--- src/rtl/debug_tx_pkg.sv ---
// Shared types and constants for the debug UART transmit sequencer.
package debug_tx_pkg;

  typedef enum logic [1:0] {
    IDLE = 2'd0,
    SEND = 2'd1,
    WAIT = 2'd2,
    DONE = 2'd3
  } tx_state_t;

  localparam logic [3:0] HDR_TAG = 4'hA;
  localparam int         MAX_REQ = 16;
  localparam int         SRC_W   = $clog2(MAX_REQ);

endpackage

--- src/rtl/rr_arbiter.sv ---
// Combinational round-robin grant: first set req bit at or after ptr, modulo NUM_REQ.
module rr_arbiter #(
  parameter  int NUM_REQ = 2,
  localparam int IDX_W   = (NUM_REQ > 1) ? $clog2(NUM_REQ) : 1
) (
  input  logic [NUM_REQ-1:0] req,
  input  logic [IDX_W-1:0]   ptr,
  output logic [IDX_W-1:0]   winner,
  output logic               any_req
);

  localparam logic [IDX_W:0] NUM_REQ_W = (IDX_W+1)'(NUM_REQ);

  logic [IDX_W-1:0] cand [NUM_REQ];

  // cand[k] is the requester index k positions after ptr, wrapped by compare.
  genvar gi;
  for (gi = 0; gi < NUM_REQ; gi++) begin : g_cand
    logic [IDX_W:0] sum;
    assign sum      = {1'b0, ptr} + (IDX_W+1)'(gi);
    assign cand[gi] = (sum >= NUM_REQ_W) ? IDX_W'(sum - NUM_REQ_W) : IDX_W'(sum);
  end

  always_comb begin
    winner  = '0;
    any_req = 1'b0;
    for (int i = NUM_REQ - 1; i >= 0; i--) begin
      if (req[cand[i]]) begin
        winner  = cand[i];
        any_req = 1'b1;
      end
    end
  end

endmodule

--- src/rtl/debug_tx_sequencer.sv ---
// Round-robin word sequencer feeding one UART TX byte-by-byte, LSB byte first.
// Define DEBUG_TX_HEADER_EN to prefix each word with a {HDR_TAG, src_id} header byte.
module debug_tx_sequencer
  import debug_tx_pkg::*;
#(
  parameter int NUM_REQ    = 2,
  parameter int WORD_BYTES = 4
) (
  input  logic                            CLK_100MHZ,
  input  logic                            reset,
  input  logic [NUM_REQ-1:0]              req,
  input  logic [NUM_REQ*8*WORD_BYTES-1:0] word_in,
  output logic [NUM_REQ-1:0]              ack,
  output logic                            tx_start,
  output logic [7:0]                      tx_data,
  input  logic                            tx_done_tick,
  output logic                            word_done,
  output logic                            busy
);

  localparam int WORD_W = 8 * WORD_BYTES;
  localparam int IDX_W  = (NUM_REQ > 1) ? $clog2(NUM_REQ) : 1;
  localparam int CNT_W  = ($clog2(WORD_BYTES + 1) < 1) ? 1 : $clog2(WORD_BYTES + 1);
  localparam logic [IDX_W-1:0] LAST_IDX = IDX_W'(NUM_REQ - 1);
`ifdef DEBUG_TX_HEADER_EN
  localparam logic [CNT_W-1:0] LAST_CNT = CNT_W'(WORD_BYTES);
`else
  localparam logic [CNT_W-1:0] LAST_CNT = CNT_W'(WORD_BYTES - 1);
`endif

  tx_state_t          state_reg, state_next;
  logic [CNT_W-1:0]   cnt_reg, cnt_next;
  logic [IDX_W-1:0]   ptr_reg, ptr_next;
  logic [WORD_W-1:0]  word_reg, word_next;
  logic [NUM_REQ-1:0] ack_reg, ack_next;
  logic               tx_start_reg, tx_start_next;
  logic [7:0]         tx_data_reg, tx_data_next;
  logic               word_done_reg, word_done_next;
  logic               busy_reg, busy_next;
`ifdef DEBUG_TX_HEADER_EN
  logic [SRC_W-1:0]   src_reg, src_next;
`endif

  logic [IDX_W-1:0]   winner;
  logic               any_req;
  logic               load_byte;
  logic [CNT_W-1:0]   data_idx;
  logic [7:0]         byte_sel;
  logic [WORD_W-1:0]  req_word [NUM_REQ];

  genvar gi;
  for (gi = 0; gi < NUM_REQ; gi++) begin : g_word
    assign req_word[gi] = word_in[gi*WORD_W +: WORD_W];
  end

  rr_arbiter #(
    .NUM_REQ (NUM_REQ)
  ) u_arb (
    .req     (req),
    .ptr     (ptr_reg),
    .winner  (winner),
    .any_req (any_req)
  );

  always_ff @(posedge CLK_100MHZ) begin
    if (reset) begin
      state_reg     <= IDLE;
      cnt_reg       <= '0;
      ptr_reg       <= '0;
      word_reg      <= '0;
      ack_reg       <= '0;
      tx_start_reg  <= 1'b0;
      tx_data_reg   <= '0;
      word_done_reg <= 1'b0;
      busy_reg      <= 1'b0;
`ifdef DEBUG_TX_HEADER_EN
      src_reg       <= '0;
`endif
    end else begin
      state_reg     <= state_next;
      cnt_reg       <= cnt_next;
      ptr_reg       <= ptr_next;
      word_reg      <= word_next;
      ack_reg       <= ack_next;
      tx_start_reg  <= tx_start_next;
      tx_data_reg   <= tx_data_next;
      word_done_reg <= word_done_next;
      busy_reg      <= busy_next;
`ifdef DEBUG_TX_HEADER_EN
      src_reg       <= src_next;
`endif
    end
  end

  always_comb begin
    state_next     = state_reg;
    cnt_next       = cnt_reg;
    ptr_next       = ptr_reg;
    word_next      = word_reg;
    ack_next       = '0;
    tx_start_next  = 1'b0;
    tx_data_next   = tx_data_reg;
    word_done_next = 1'b0;
    load_byte      = 1'b0;
    data_idx       = '0;
    byte_sel       = '0;
`ifdef DEBUG_TX_HEADER_EN
    src_next       = src_reg;
`endif

    case (state_reg)
      IDLE: begin
        if (any_req) begin
          state_next       = SEND;
          ack_next[winner] = 1'b1;
          ptr_next         = (winner == LAST_IDX) ? '0 : winner + 1'b1;
          cnt_next         = '0;
          word_next        = req_word[winner];
          load_byte        = 1'b1;
`ifdef DEBUG_TX_HEADER_EN
          src_next         = SRC_W'(winner);
`endif
        end
      end
      SEND: state_next = WAIT;
      WAIT: begin
        if (tx_done_tick) begin
          if (cnt_reg == LAST_CNT) begin
            state_next     = DONE;
            word_done_next = 1'b1;
          end else begin
            state_next = SEND;
            cnt_next   = cnt_reg + 1'b1;
            load_byte  = 1'b1;
          end
        end
      end
      DONE: state_next = IDLE;
      default: state_next = IDLE;
    endcase

    // Byte for the upcoming SEND cycle is chosen from the next-state word so the grant cycle already drives byte 0.
`ifdef DEBUG_TX_HEADER_EN
    data_idx = cnt_next - 1'b1;
`else
    data_idx = cnt_next;
`endif
    for (int b = 0; b < WORD_BYTES; b++) begin
      if (data_idx == CNT_W'(b)) begin
        byte_sel = word_next[b*8 +: 8];
      end
    end
`ifdef DEBUG_TX_HEADER_EN
    if (cnt_next == '0) begin
      byte_sel = {HDR_TAG, src_next};
    end
`endif

    if (load_byte) begin
      tx_start_next = 1'b1;
      tx_data_next  = byte_sel;
    end
    busy_next = (state_next != IDLE);
  end

  assign ack       = ack_reg;
  assign tx_start  = tx_start_reg;
  assign tx_data   = tx_data_reg;
  assign word_done = word_done_reg;
  assign busy      = busy_reg;

endmodule

--- config.mk ---
export PLATFORM = sky130hd
export DESIGN_NAME = debug_tx_sequencer
export DESIGN_NICKNAME = d
export VERILOG_FILES = /design/src/rtl/debug_tx_pkg.sv /design/src/rtl/rr_arbiter.sv /design/src/rtl/debug_tx_sequencer.sv
export SDC_FILE = /design/constraint.sdc
export NUM_CORES = 1
export LEC_CHECK = 0
export ABC_AREA = 1
export BUFFER_PORTS_ARGS = -buffer_cell sky130_fd_sc_hd__buf_4
export CORE_MARGIN = 8
export CORE_UTILIZATION = 45
export CTS_CLUSTER_DIAMETER = 100
export DETAILED_ROUTE_END_ITERATION = 7
export PLACE_DENSITY_LB_ADDON = 0.2
export SETUP_SLACK_MARGIN = 0.02
export SLEW_MARGIN = 20
export SYNTH_ARGS = -nofsm -noshare
export SYNTH_HDL_FRONTEND = slang
export SYNTH_SLANG_ARGS = --single-unit
export TNS_END_PERCENT = 20
--- constraint.sdc ---
create_clock -name CLK_100MHZ -period 4.6 [get_ports CLK_100MHZ]
set_clock_uncertainty 0.1 [all_clocks]
set_input_delay 0.46 -clock CLK_100MHZ [delete_from_list [all_inputs] [get_ports CLK_100MHZ]]
set_output_delay 0.46 -clock CLK_100MHZ [all_outputs]
set_load 0.005 [all_outputs]
-- After elaboration in Yosys (flattened, before gate mapping)
Cells that the tools add are included.
- flip-flop bits (word level): 51
- latch bits: 0
- bits in writable memories: 0
- ROM bits: 0
- input port bits: 69
- output and inout bits: 13
- word-level logic and storage cells: 76
- memories kept: 0
- add/subtract/negate cells: 5
- multiply operators: 0
- div/mod/pow operators: 0
- magnitude comparators: 7
- equality and inequality tests: 7
- shifts and indexed selects: 0
- multiplexer cells: 36
- bitwise logic cells: 5
- reductions and logical operators: 7
- operators with widths (operator ; number):
    $mux 32 ; 5
    $mux 8 ; 4
    $mux 1 ; 17
    $eq 3x2->1 const B ; 3
    $mux 3 ; 3
    $pmux 2 s4 ; 1
    $lt 1x2->1 const B ; 3
    $mux 2 ; 3
    $pmux 3 s2 ; 1
    $reduce_or 3->1 ; 2
    $eq 2x2->1 const B ; 2
    $ge 2x2->1 const B ; 2
    $not 1->1 ; 4
    $add 3x1->3 const B ; 1
    $eq 3x1->1 const B ; 1
    $logic_not 3->1 ; 1
    $add 1x1->2 const B ; 1
    $eq 2x1->1 const B ; 1
    $ge 1x2->1 const B ; 1
    $logic_not 2->1 ; 1
    $not 1->2 ; 1
    $pmux 1 s2 ; 1
    $reduce_and 2->1 ; 1
    $reduce_bool 2->1 ; 1
    5 further kinds ; 6

-- Longest topological paths before layout
Gate-level depths: netlist of run 1.
- depth after elaboration: 17
- mapped depth: 13
- depth with buffers taken out: 12

-- Modules after synthesis
From an unflattened synthesis of run 1, not the netlist that was laid out.
- cell total of the unflattened synthesis: 417
- area, all modules: 2753.9 um^2
- by module, submodules not included (module ; times used ; cells each ; area each (um^2)):
    debug_tx_sequencer ; 1 ; 413 ; 2735.1
    rr_arbiter ; 1 ; 4 ; 18.8

-- Least setup slack after synthesis of run 1
Ideal clock, no wire load.
- kind: input port to flip-flop
- start: in req[1]
- end: reg tx_data_reg[7] (netlist: tx_data[7])
- setup time: 117 ps
- arrival time: 1423 ps
- required time: 4383 ps
- slack: 2960 ps
- stages: 11
- path buffers: 2
- path through: nor2_1 -> nor2_2 -> buf_6 -> buf_6 -> or2_0 -> nand2_1 -> inv_1 -> nand2_1 -> nand3_1 -> nor2_1 -> nor2_1
- cells in the longest elaborated chain, start to end: 14
- elaborated cells between the ends (all ways): 26
- classes of those cells: 3 x eq/ne; 21 x mux; 1 x bitwise; 1 x reduce/logical
- RTL lines (what ; line ; text):
    start, declared ; debug_tx_sequencer.sv:11 ; input logic [NUM_REQ-1:0] req,
    $mux 1 (not written as such) (2 in series) ; rr_arbiter.sv:28 ; if (req[cand[i]]) begin
    $mux 1 (2 in series) ; rr_arbiter.sv:28 ;
    $not 1->2 (not written as such) ; debug_tx_sequencer.sv:118 ; word_next = req_word[winner];
    $mux 32 (not written as such) (3 in series) ; debug_tx_sequencer.sv:118 ;
    $mux 32 ; debug_tx_sequencer.sv:113 ; if (any_req) begin
    $mux 32 ; debug_tx_sequencer.sv:111 ; case (state_reg)
    $mux 8 (4 in series) ; debug_tx_sequencer.sv:149 ; if (data_idx == CNT_W'(b)) begin
    end signal, assigned ; debug_tx_sequencer.sv:86 ; tx_data_reg <= tx_data_next;
    end, declared ; debug_tx_sequencer.sv:37 ; logic [7:0] tx_data_reg, tx_data_next;
Parallel ways exist; a longest one is shown, timed or not. The select of a mux whose other input is x is not followed.
A chain may end at the register's enable or synchronous reset.

-- Worst setup path in the final report of run 1
- start: reg ptr_reg
- end: reg tx_data_reg[6] (netlist: tx_data[6])
- cells in the longest elaborated chain, start to end: 17
- elaborated cells between the ends (all ways): 33
- classes of those cells: 3 x add/sub; 2 x order compare; 3 x eq/ne; 23 x mux; 1 x bitwise; 1 x reduce/logical
- RTL lines (what ; line ; text):
    start, declared ; debug_tx_sequencer.sv:33 ; logic [IDX_W-1:0] ptr_reg, ptr_next;
    start signal, assigned ; debug_tx_sequencer.sv:82 ; ptr_reg <= ptr_next;
    $add 1x1->2 ; rr_arbiter.sv:20 ; assign sum = {1'b0, ptr} + (IDX_W+1)'(gi);
    $ge 2x2->1 / $sub 1x1->1 (equally long branches) ; rr_arbiter.sv:21 ; assign cand[gi] = (sum >= NUM_REQ_W) ? IDX_W'(sum - NUM_REQ_W) : IDX_W'(sum);
    $mux 1 ; rr_arbiter.sv:21 ;
    $mux 1 (not written as such) (2 in series) ; rr_arbiter.sv:28 ;
    $mux 1 (2 in series) ; rr_arbiter.sv:28 ;
    $not 1->2 (not written as such) ; debug_tx_sequencer.sv:118 ;
    $mux 32 (not written as such) (3 in series) ; debug_tx_sequencer.sv:118 ;
    $mux 32 ; debug_tx_sequencer.sv:113 ;
    $mux 32 ; debug_tx_sequencer.sv:111 ;
    $mux 8 (4 in series) ; debug_tx_sequencer.sv:149 ;
Parallel ways exist; a longest one is shown, timed or not. The select of a mux whose other input is x is not followed.

==> results of run 1 <==
-- cells by family (layout without fill, tap and decap cells) --
kind of cell | after synthesis | in the layout | share of synthesized area
compound gates | 31 | 31 | 0.0620
fa+ha+maj | 1 | 1 | 0.00477
buf+inv | 55 | 126 | 0.0948
flops | 51 | 51 | 0.389
simple gates | 262 | 262 | 0.449
-- layout by cell type (no fill, tap or decap) --
master,synthesis,layout
inv_2,4,4
clkinvlp_4,0,1
clkinv_2,0,1
dfxtp_1,51,51
nor2_2,2,1
buf_4,3,82
a21oi_1,5,5
nand3_1,56,56
nand3_2,4,4
or2_1,3,3
ha_1,1,1
or2_0,9,9
nor2_1,54,54
a21oi_2,1,1
nand2_2,6,6
nand2_1,111,111
clkbuf_8,0,5
or2_2,13,13
o21ai_0,21,21
nor3_1,1,1
nor2_4,2,3
inv_1,32,32
o21ai_1,3,3
clkbuf_1,5,1
nand4_1,1,1
a31o_2,1,1
-- metrics by stage --
| stage | area [µm²] | power, W | std cells | worst slack (ns) |
|---|---|---|---|---|
| CTS | 3310 | 0.00112 | 546 | 2.24 |
| detailed placement | 3230 | 0.000870 | 538 | 2.02 |
| floorplan | 2630 | 0.000753 | 400 | 2.96 |
| finish | 3310 | 0.00112 | 546 | 2.27 |
| global placement | 3230 | 0.000863 | 538 | 2.05 |
| global route | 3310 | 0.00119 | 546 | 1.96 |
-- final timing paths --
kind	to	slack (ns)	cells after the start
worst max register to register	tx_data[6]$_SDFFE_PP0P_	2.27	12
worst min-delay path	word_done$_SDFF_PP0_	0.36	3
worst max-delay path	tx_data[6]$_SDFFE_PP0P_	2.27	12
worst min register to register	word_reg[26]$_SDFF_PP0_	0.40	2
-- metal layers --
| layer | GRT usage | part of all wire | vias up |
|---|---|---|---|
| li1 | - | - | 1387 |
| met1 | 0.188 | 0.44 | 1208 |
| met2 | 0.281 | 0.49 | 62 |
| met3 | 0.0453 | 0.050 | 13 |
| met4 | 0.0564 | 0.019 | 0 |
| met5 | 0 | 0 | - |
-- worst min-delay path, stage by stage --
cell and delay (ns):
buf_4 0.13, nand2_1 0.08, nor3_1 0.05
-- cell type report --
| type | instances | area [µm²] |
|---|---|---|
| clock buffers | 6 | 72.6 |
| clock inverters | 2 | 12.5 |
| fillers | 592 | 2470 |
| inverters | 36 | 135 |
| multi-input cells | 294 | 1360 |
| flip-flops and latches | 51 | 1020 |
| well taps | 75 | 93.8 |
| repair buffers | 82 | 616 |
-- power by group through the flow --
stage / registers [W] / clock network (W) / logic (W)
6_report: 0.000515 / 0.000259 / 0.000343
5_1_grt: 0.000521 / 0.000280 / 0.000393
4_1_cts: 0.000515 / 0.000261 / 0.000346
3_5_place_dp: 0.000525 / 0 / 0.000345
3_3_place_gp: 0.000524 / 0 / 0.000339
2_1_floorplan: 0.000522 / 0 / 0.000231
==> flow_summary.toml, run 1 <==
[grt]
grt.total_usage = 0.162
grt_pass1_vias = 2687
grt_pass1_wl_um = 11500
grt_overflow = 0
grt_max_degree = 57
antenna_found_initial = 0

[timing]
rsz0062_at_grt = "no"
slew_headroom = 0.325
period_minus_slack_ns = 2.33
clock.fmax_mhz = 429
hold_viol_final = 0
worst_pin_slew_ns = 1.01
min_period_over_period = 0.507
holdWs_ns = 0.359
slew_viol_final = 0
setup_tns_ns = 0
finalSetupViolCount = 0

[clock_tree]
ctsResizeCount = 0
clkLatencyLatePin_ns = 0.31
cts_post_setup_buffers_inserted = 0
numCtsBuffers = 5
cts_tree = "yes"
clk_path_buf_depth = 2
clock-sinks = 51
ctsHoldBuffers = 0
htreeDepth = 2
clkSlewWorstSetupHoldPaths_ns = 0.09
cts-root-buf = "clkbuf_8"

[run_status]
status = "complete, no violations"

[layout]
drive_above_1_share = 0.259
largest_reg_flops = 32
postLayoutCoreUtil = 0.573
syn_to_final_growth_pct = 26.1
diodes = 0
fin_nets = 540

[route]
num_vias = 2670
drtPass1Iterations = 4
vias_per_cell = 4.89
totalWireLength_um = 6900
ant_nets = 0
drc = 0
routedWlPerCell_um = 12.6
first_iter_violations = 118

[setup_path]
cpMostUsedCell = "nand2_1"
crit_path_end_kind = "register"
r2r-start = "ptr_reg$_SDFFE_PP0P_"
cp_top_family = "simple AND/OR/NAND/NOR gates"
critPathMaxStageDelay_ns = 0.51
cp_max_fo = 34
worstPathArrival_ns = 2.44
crit_chain = "inv_1 -> nand2_2 -> nand2_2 -> inv_2 -> nand2_1 -> nand3_1 -> nand2_1 -> inv_1 -> nand2_1 -> nand3_1 -> nor2_1 -> nor2_1"
crit_slowest_cell = "nand2_2"
criticalPathCategory = "register to register"
cp-startpoint = "ptr_reg$_SDFFE_PP0P_"
required_ns = 4.71
startpoint_type = "register"
path_buf_inv = 3

[power_and_ir_drop]
irDropWorstVdd_uv = 177
intPower_w = 0.000754
power_switching_share = 0.325
seq_power_share = 0.461
clockPowerShare = 0.232
comb_power_share = 0.307
p_leak_nw = 1.72
p_sw_w = 0.000363
p_per_area_nw_per_um2 = 337

[synthesis]
synth_area_leaders = "dfxtp_1 39%, nand2_1 16%, nand3_1 11%"
avgSynthCellArea_um2 = 6.56
yosysMostFrequentCell = "nand2_1"
yosys.area.top_type_share = 0.389
synthFlopType = "dfxtp_1"
yosys.area.top_type = "dfxtp_1"
ys_async_sr_fraction = 0
yosys-top-cells-count = "111 x nand2_1, 56 x nand3_1, 54 x nor2_1"
synthesis.area_um2 = 2630
synth_warnings = 0
netlist_instances = 400
ys_seq_elements = 51
synth_nets = 470
yosysSeqAreaShare = 0.389
synth_edf_count = 0
ys_types = 26

[job]
drv_cap = 0

[place]
routabilityCongestion = 0.803
dp.final_hpwl_um = 5130
io_buffer_count = 81

[worst_hold_path]
hp-class = "input pin to register"
hp-start = "tx_done_tick"

[die]
die_area_um2 = 8530
die_w_um = 92.4
die_y_um = 92.4
ios = 82
row_count = 28
core_area_um2 = 5780
start_util = 0.454
(Power assumes the default switching activity.)
==> run 2, diff against run 1 <==
==> constraint.sdc (replaced) <==
create_clock -name CLK_100MHZ -period 2.1 [get_ports CLK_100MHZ]
set_clock_uncertainty 0.1 [all_clocks]
set_input_delay 0.21 -clock CLK_100MHZ [delete_from_list [all_inputs] [get_ports CLK_100MHZ]]
set_output_delay 0.21 -clock CLK_100MHZ [all_outputs]
set_load 0.005 [all_outputs]
==> flow_summary.toml, run 2 (synthesized netlist as in run 1, its figures left out) <==
[run_status]
status = "complete, no violations"

[power_and_ir_drop]
irDropWorstVdd_uv = 319
comb_power_share = 0.322
seq_power_share = 0.454
power_switching_share = 0.314
clockPowerShare = 0.224
p_sw_w = 0.000781
p_total_w = 0.00248
intPower_w = 0.00170
p_leak_nw = 1.77
p_per_area_nw_per_um2 = 731

[route]
drc = 0
routedWlPerCell_um = 12.8
totalWireLength_um = 7120
drtPass1Iterations = 4
first_iter_violations = 131
vias_per_cell = 4.88
ant_nets = 0
num_vias = 2702

[die]
die_area_um2 = 8530
row_count = 28
core_area_um2 = 5780
start_util = 0.454
ios = 82
die_y_um = 92.4
die_w_um = 92.4

[grt]
grt_overflow = 0
grt.total_usage = 0.162
antenna_found_initial = 0
grt_max_degree = 33
grt_pass1_vias = 2549
grt_pass1_wl_um = 11400

[place]
pre_cts_slack_ns = 0.141
placed_cells = 546
io_buffer_count = 81
dp.final_hpwl_um = 5490
routabilityCongestion = 0.956

[setup_path]
crit_chain = "ha_1 -> nand2_1 -> nand4_1 -> nand2_2 -> nand2_2 -> o21ai_0 -> nor2_1 -> nor2_1"
startpoint_type = "register"
critPathMaxStageDelay_ns = 0.33
regToRegSetupSlack_ns = 0.24
crit_slowest_cell = "dfxtp_1"
r2r-end = "tx_data[1]$_SDFFE_PP0P_"
required_ns = 2.24
worstPathArrival_ns = 2.00
reg2reg_depth = 8
cp_max_fo = 11
crit_path_end_kind = "register"
r2r-start = "cnt_reg[0]$_SDFF_PP0_"
criticalPathCategory = "register to register"

[clock_tree]
clk_path_buf_depth = 2
clkLatencyLatePin_ns = 0.30
ctsHoldBuffers = 0
numCtsBuffers = 5
cts_tree = "yes"
cts-root-buf = "clkbuf_8"
clock-sinks = 51
htreeDepth = 2
cts_post_setup_buffers_inserted = 0
clkSlewWorstSetupHoldPaths_ns = 0.08

[timing]
finalSetupViolCount = 0
slew_viol_final = 0
slew_headroom = 0.610
rsz0062_at_grt = "no"
hold_viol_final = 0
period_minus_slack_ns = 1.86
setup_tns_ns = 0
clock.fmax_mhz = 539
setup_slack_ns = 0.244
worst_pin_slew_ns = 0.584
min_period_over_period = 0.884

[layout]
final_common_cell = "nand2_1"
multiInputGateArea_um2 = 1370
nFillCells = 582
syn_to_final_growth_pct = 29.4
diodes = 0
final_cells = 554
layout_common_cells = "111 x nand2_1, 89 x buf_4, 56 x nand3_1"
largest_reg_flops = 32
fin_nets = 549
regArea_um2 = 1020
drive_above_1_share = 0.273

[worst_hold_path]
hp-class = "input pin to register"
hold_end = "word_reg[3]$_SDFF_PP0_"
min_path_cells = 2
hp-start = "reset"

[job]
drv_cap = 0
[run 2: how the worst max path moves through the flow]
stage | start | to | slack [ns]
2_1_floorplan | cnt_reg[0]$_SDFF_PP0_ | tx_data[1]$_SDFFE_PP0P_ | 0.52
3_3_place_gp | req[0] | tx_data[1]$_SDFFE_PP0P_ | 0.16
4_1_cts | state_reg[0]$_SDFF_PP0_ | tx_data[7]$_SDFFE_PP0P_ | 0.12
3_5_place_dp | state_reg[0]$_SDFF_PP0_ | tx_data[7]$_SDFFE_PP0P_ | 0.14
6_report | cnt_reg[0]$_SDFF_PP0_ | tx_data[1]$_SDFFE_PP0P_ | 0.24
5_1_grt | ptr_reg$_SDFFE_PP0P_ | tx_data[6]$_SDFFE_PP0P_ | 0.03
[run 2: repair_timing]
action,CTS,global route
setup endpoints to repair,0,5
endpoints found under the hold margin,0,0
gates resized for setup,0,1
[run 2: worst max-delay path, delay by kind of cell (launching register included)]
family / cells / cell delay [ns]
flops: 1 / 0.33
compound gates: 1 / 0.25
fa+ha+maj: 1 / 0.20
simple gates: 6 / 0.92
[run 2: area by class of cell]
type,instances,share of cell area
clock buffer,6,0.0243
multi-input combinational,295,0.404
clock inverter,1,0.00147
timing repair buffer,90,0.203
tap,75,0.0276
sequential,51,0.301
inverter,36,0.0398
[run 2: power groups by stage]
stage | Combinational [W] | Clock (W) | Sequential [W]
2_1_floorplan | 0.000505 | 0 | 0.00114
3_3_place_gp | 0.000783 | 0 | 0.00115
3_5_place_dp | 0.000794 | 0 | 0.00115
4_1_cts | 0.000798 | 0.000570 | 0.00113
5_1_grt | 0.000908 | 0.000604 | 0.00114
6_report | 0.000800 | 0.000555 | 0.00113
[run 2: per-stage QoR]
stage,instance area [µm²],hold slack (ns),util
floorplan,2630,0.186,-
global placement,3300,0.374,0.571
detailed placement,3300,0.378,0.571
CTS,3390,0.100,0.586
global route,3400,0.121,0.588
finish,3400,0.109,0.588
[run 2: layer usage]
metal | up-vias | GRT usage | share of wire
met4 | 0 | 0.0456 | 0.014
li1 | 1410 | - | -
met5 | - | 0 | 0
met1 | 1217 | 0.195 | 0.45
met2 | 64 | 0.280 | 0.50
met3 | 11 | 0.0380 | 0.041
==> run 3, diff against run 2 <==
==> constraint.sdc (replaced) <==
create_clock -name CLK_100MHZ -period 2.23 [get_ports CLK_100MHZ]
set_clock_uncertainty 0.1 [all_clocks]
set_input_delay 0.223 -clock CLK_100MHZ [delete_from_list [all_inputs] [get_ports CLK_100MHZ]]
set_output_delay 0.223 -clock CLK_100MHZ [all_outputs]
set_load 0.005 [all_outputs]
==> flow_summary.toml, run 3 (synthesized netlist as in run 1, its figures left out) <==
[place]
io_buffer_count = 81
pre_cts_slack_ns = 0.154
routabilityCongestion = 0.891
dp.final_hpwl_um = 5370

[power_and_ir_drop]
comb_power_share = 0.320
p_leak_nw = 1.74
p_per_area_nw_per_um2 = 681
seq_power_share = 0.466
p_sw_w = 0.000721
power_switching_share = 0.316
clockPowerShare = 0.213
intPower_w = 0.00156
irDropWorstVdd_uv = 363

[clock_tree]
clock-sinks = 51
ctsResizeCount = 0
cts_post_setup_buffers_inserted = 0
numCtsBuffers = 5
cts-root-buf = "clkbuf_8"
htreeDepth = 2
clk_path_buf_depth = 2
ctsHoldBuffers = 0
clkSlewWorstSetupHoldPaths_ns = 0.08
cts_tree = "yes"
clkLatencyLatePin_ns = 0.30

[route]
drc = 0
totalWireLength_um = 7080
num_vias = 2649
routedWlPerCell_um = 12.9
first_iter_violations = 157
vias_per_cell = 4.82
ant_nets = 0
drtPass1Iterations = 4

[die]
core_area_um2 = 5780
die_y_um = 92.4
ios = 82
die_w_um = 92.4
start_util = 0.454
die_area_um2 = 8530
row_count = 28

[layout]
diodes = 0
nFillCells = 614
drive_above_1_share = 0.265
postLayoutCoreUtil = 0.578
syn_to_final_growth_pct = 27.3
largest_reg_flops = 32
layout_common_cells = "111 x nand2_1, 87 x buf_4, 56 x nand3_1"
final_common_cell = "nand2_1"
fin_nets = 546

[setup_path]
r2r-end = "tx_data[1]$_SDFFE_PP0P_"
crit_path_end_kind = "register"
criticalPathCategory = "register to register"
crit_slowest_cell = "dfxtp_1"
crit_chain = "ha_1 -> nand2_1 -> nand3_2 -> nand3_2 -> nand2_2 -> nor2_2 -> nand2_1 -> nand3_1 -> nor2_1 -> nor2_1"
startpoint_type = "register"
worstPathArrival_ns = 2.12
cp_max_fo = 11
reg2reg_depth = 10
regToRegSetupSlack_ns = 0.25
r2r-start = "cnt_reg[0]$_SDFF_PP0_"
required_ns = 2.37
critPathMaxStageDelay_ns = 0.34

[timing]
slew_headroom = 0.670
setup_tns_ns = 0
hold_viol_final = 0
finalSetupViolCount = 0
setup_slack_ns = 0.246
min_period_over_period = 0.890
worst_pin_slew_ns = 0.495
clock.fmax_mhz = 504
holdWs_ns = 0.120
period_minus_slack_ns = 1.98
rsz0062_at_grt = "no"
slew_viol_final = 0

[grt]
grt_pass1_wl_um = 11500
use_met2 = 0.281
antenna_found_initial = 0
use_met1 = 0.194
grt_overflow = 0
grt.total_usage = 0.163
grt.busiest_layer = "met2"
grt_pass1_vias = 2621
grtUsageMet3 = 0.0477
grt_max_degree = 29

[run_status]
status = "complete, no violations"

[worst_hold_path]
hold_end = "word_done$_SDFF_PP0_"
hp-class = "input pin to register"
min_path_cells = 3
hp-start = "tx_done_tick"

[job]
drv_cap = 0
-- run 3: cell count changes in the layout (fill, tap and decap cells not counted) --
cell	delta
clkinv_2	-1
buf_12	-1
nor2_4	-1
buf_4	-2
nor2_2	+1
clkbuf_8	-1
clkbuf_1	+1
-- run 3: per-stage QoR --
| step | power (W) | std cells | cell area, µm² |
|---|---|---|---|
| CTS | 0.00230 | 549 | 3340 |
| floorplan | 0.00155 | 400 | 2630 |
| global placement | 0.00180 | 543 | 3260 |
| global route | 0.00244 | 550 | 3340 |
| detailed placement | 0.00181 | 543 | 3260 |
| finish | 0.00228 | 550 | 3340 |
-- run 3: layer usage --
metal	routed length, µm	share of wire	up-vias
li1	-	-	1396
met1	3190	0.45	1190
met2	3410	0.48	58
met3	408	0.058	5
met4	65	0.0092	0
met5	0	0	-
-- run 3: worst max-delay path by stage --
stage	start	to	slack, ns	cells past startpoint
3_5_place_dp	req[1]	tx_data[6]$_SDFFE_PP0P_	0.15	9
5_1_grt	cnt_reg[0]$_SDFF_PP0_	tx_data[5]$_SDFFE_PP0P_	0.07	10
4_1_cts	state_reg[0]$_SDFF_PP0_	tx_data[6]$_SDFFE_PP0P_	0.17	9
6_report	cnt_reg[0]$_SDFF_PP0_	tx_data[1]$_SDFFE_PP0P_	0.25	10
2_1_floorplan	cnt_reg[0]$_SDFF_PP0_	tx_data[1]$_SDFFE_PP0P_	0.65	10
3_3_place_gp	req[1]	tx_data[6]$_SDFFE_PP0P_	0.20	9
-- run 3: final cells by class --
cell class	count	area, µm²	share of cell area
sequential	51	1020	0.306
timing repair buffer	87	653	0.195
inverter	36	135	0.0404
clock buffer	6	72.6	0.0217
multi-input combinational	295	1370	0.409
tap	75	93.8	0.0281
-- run 3: worst max-delay path: cells and delay by family (launching register included) --
kind	cells	cell delay, ns
flip-flops	1	0.34
adder cells (fa/ha/maj)	1	0.21
AND/OR/NAND/NOR	9	1.27
-- run 3: power groups by stage --
stage                     Sequential, W  Clock [W]  Combinational [W]
final                           0.00106   0.000486           0.000729
after floorplan                 0.00108          0           0.000476
after global placement          0.00108          0           0.000717
after detailed placement        0.00108          0           0.000726
after CTS                       0.00106   0.000504           0.000730
after global routing            0.00107   0.000532           0.000835
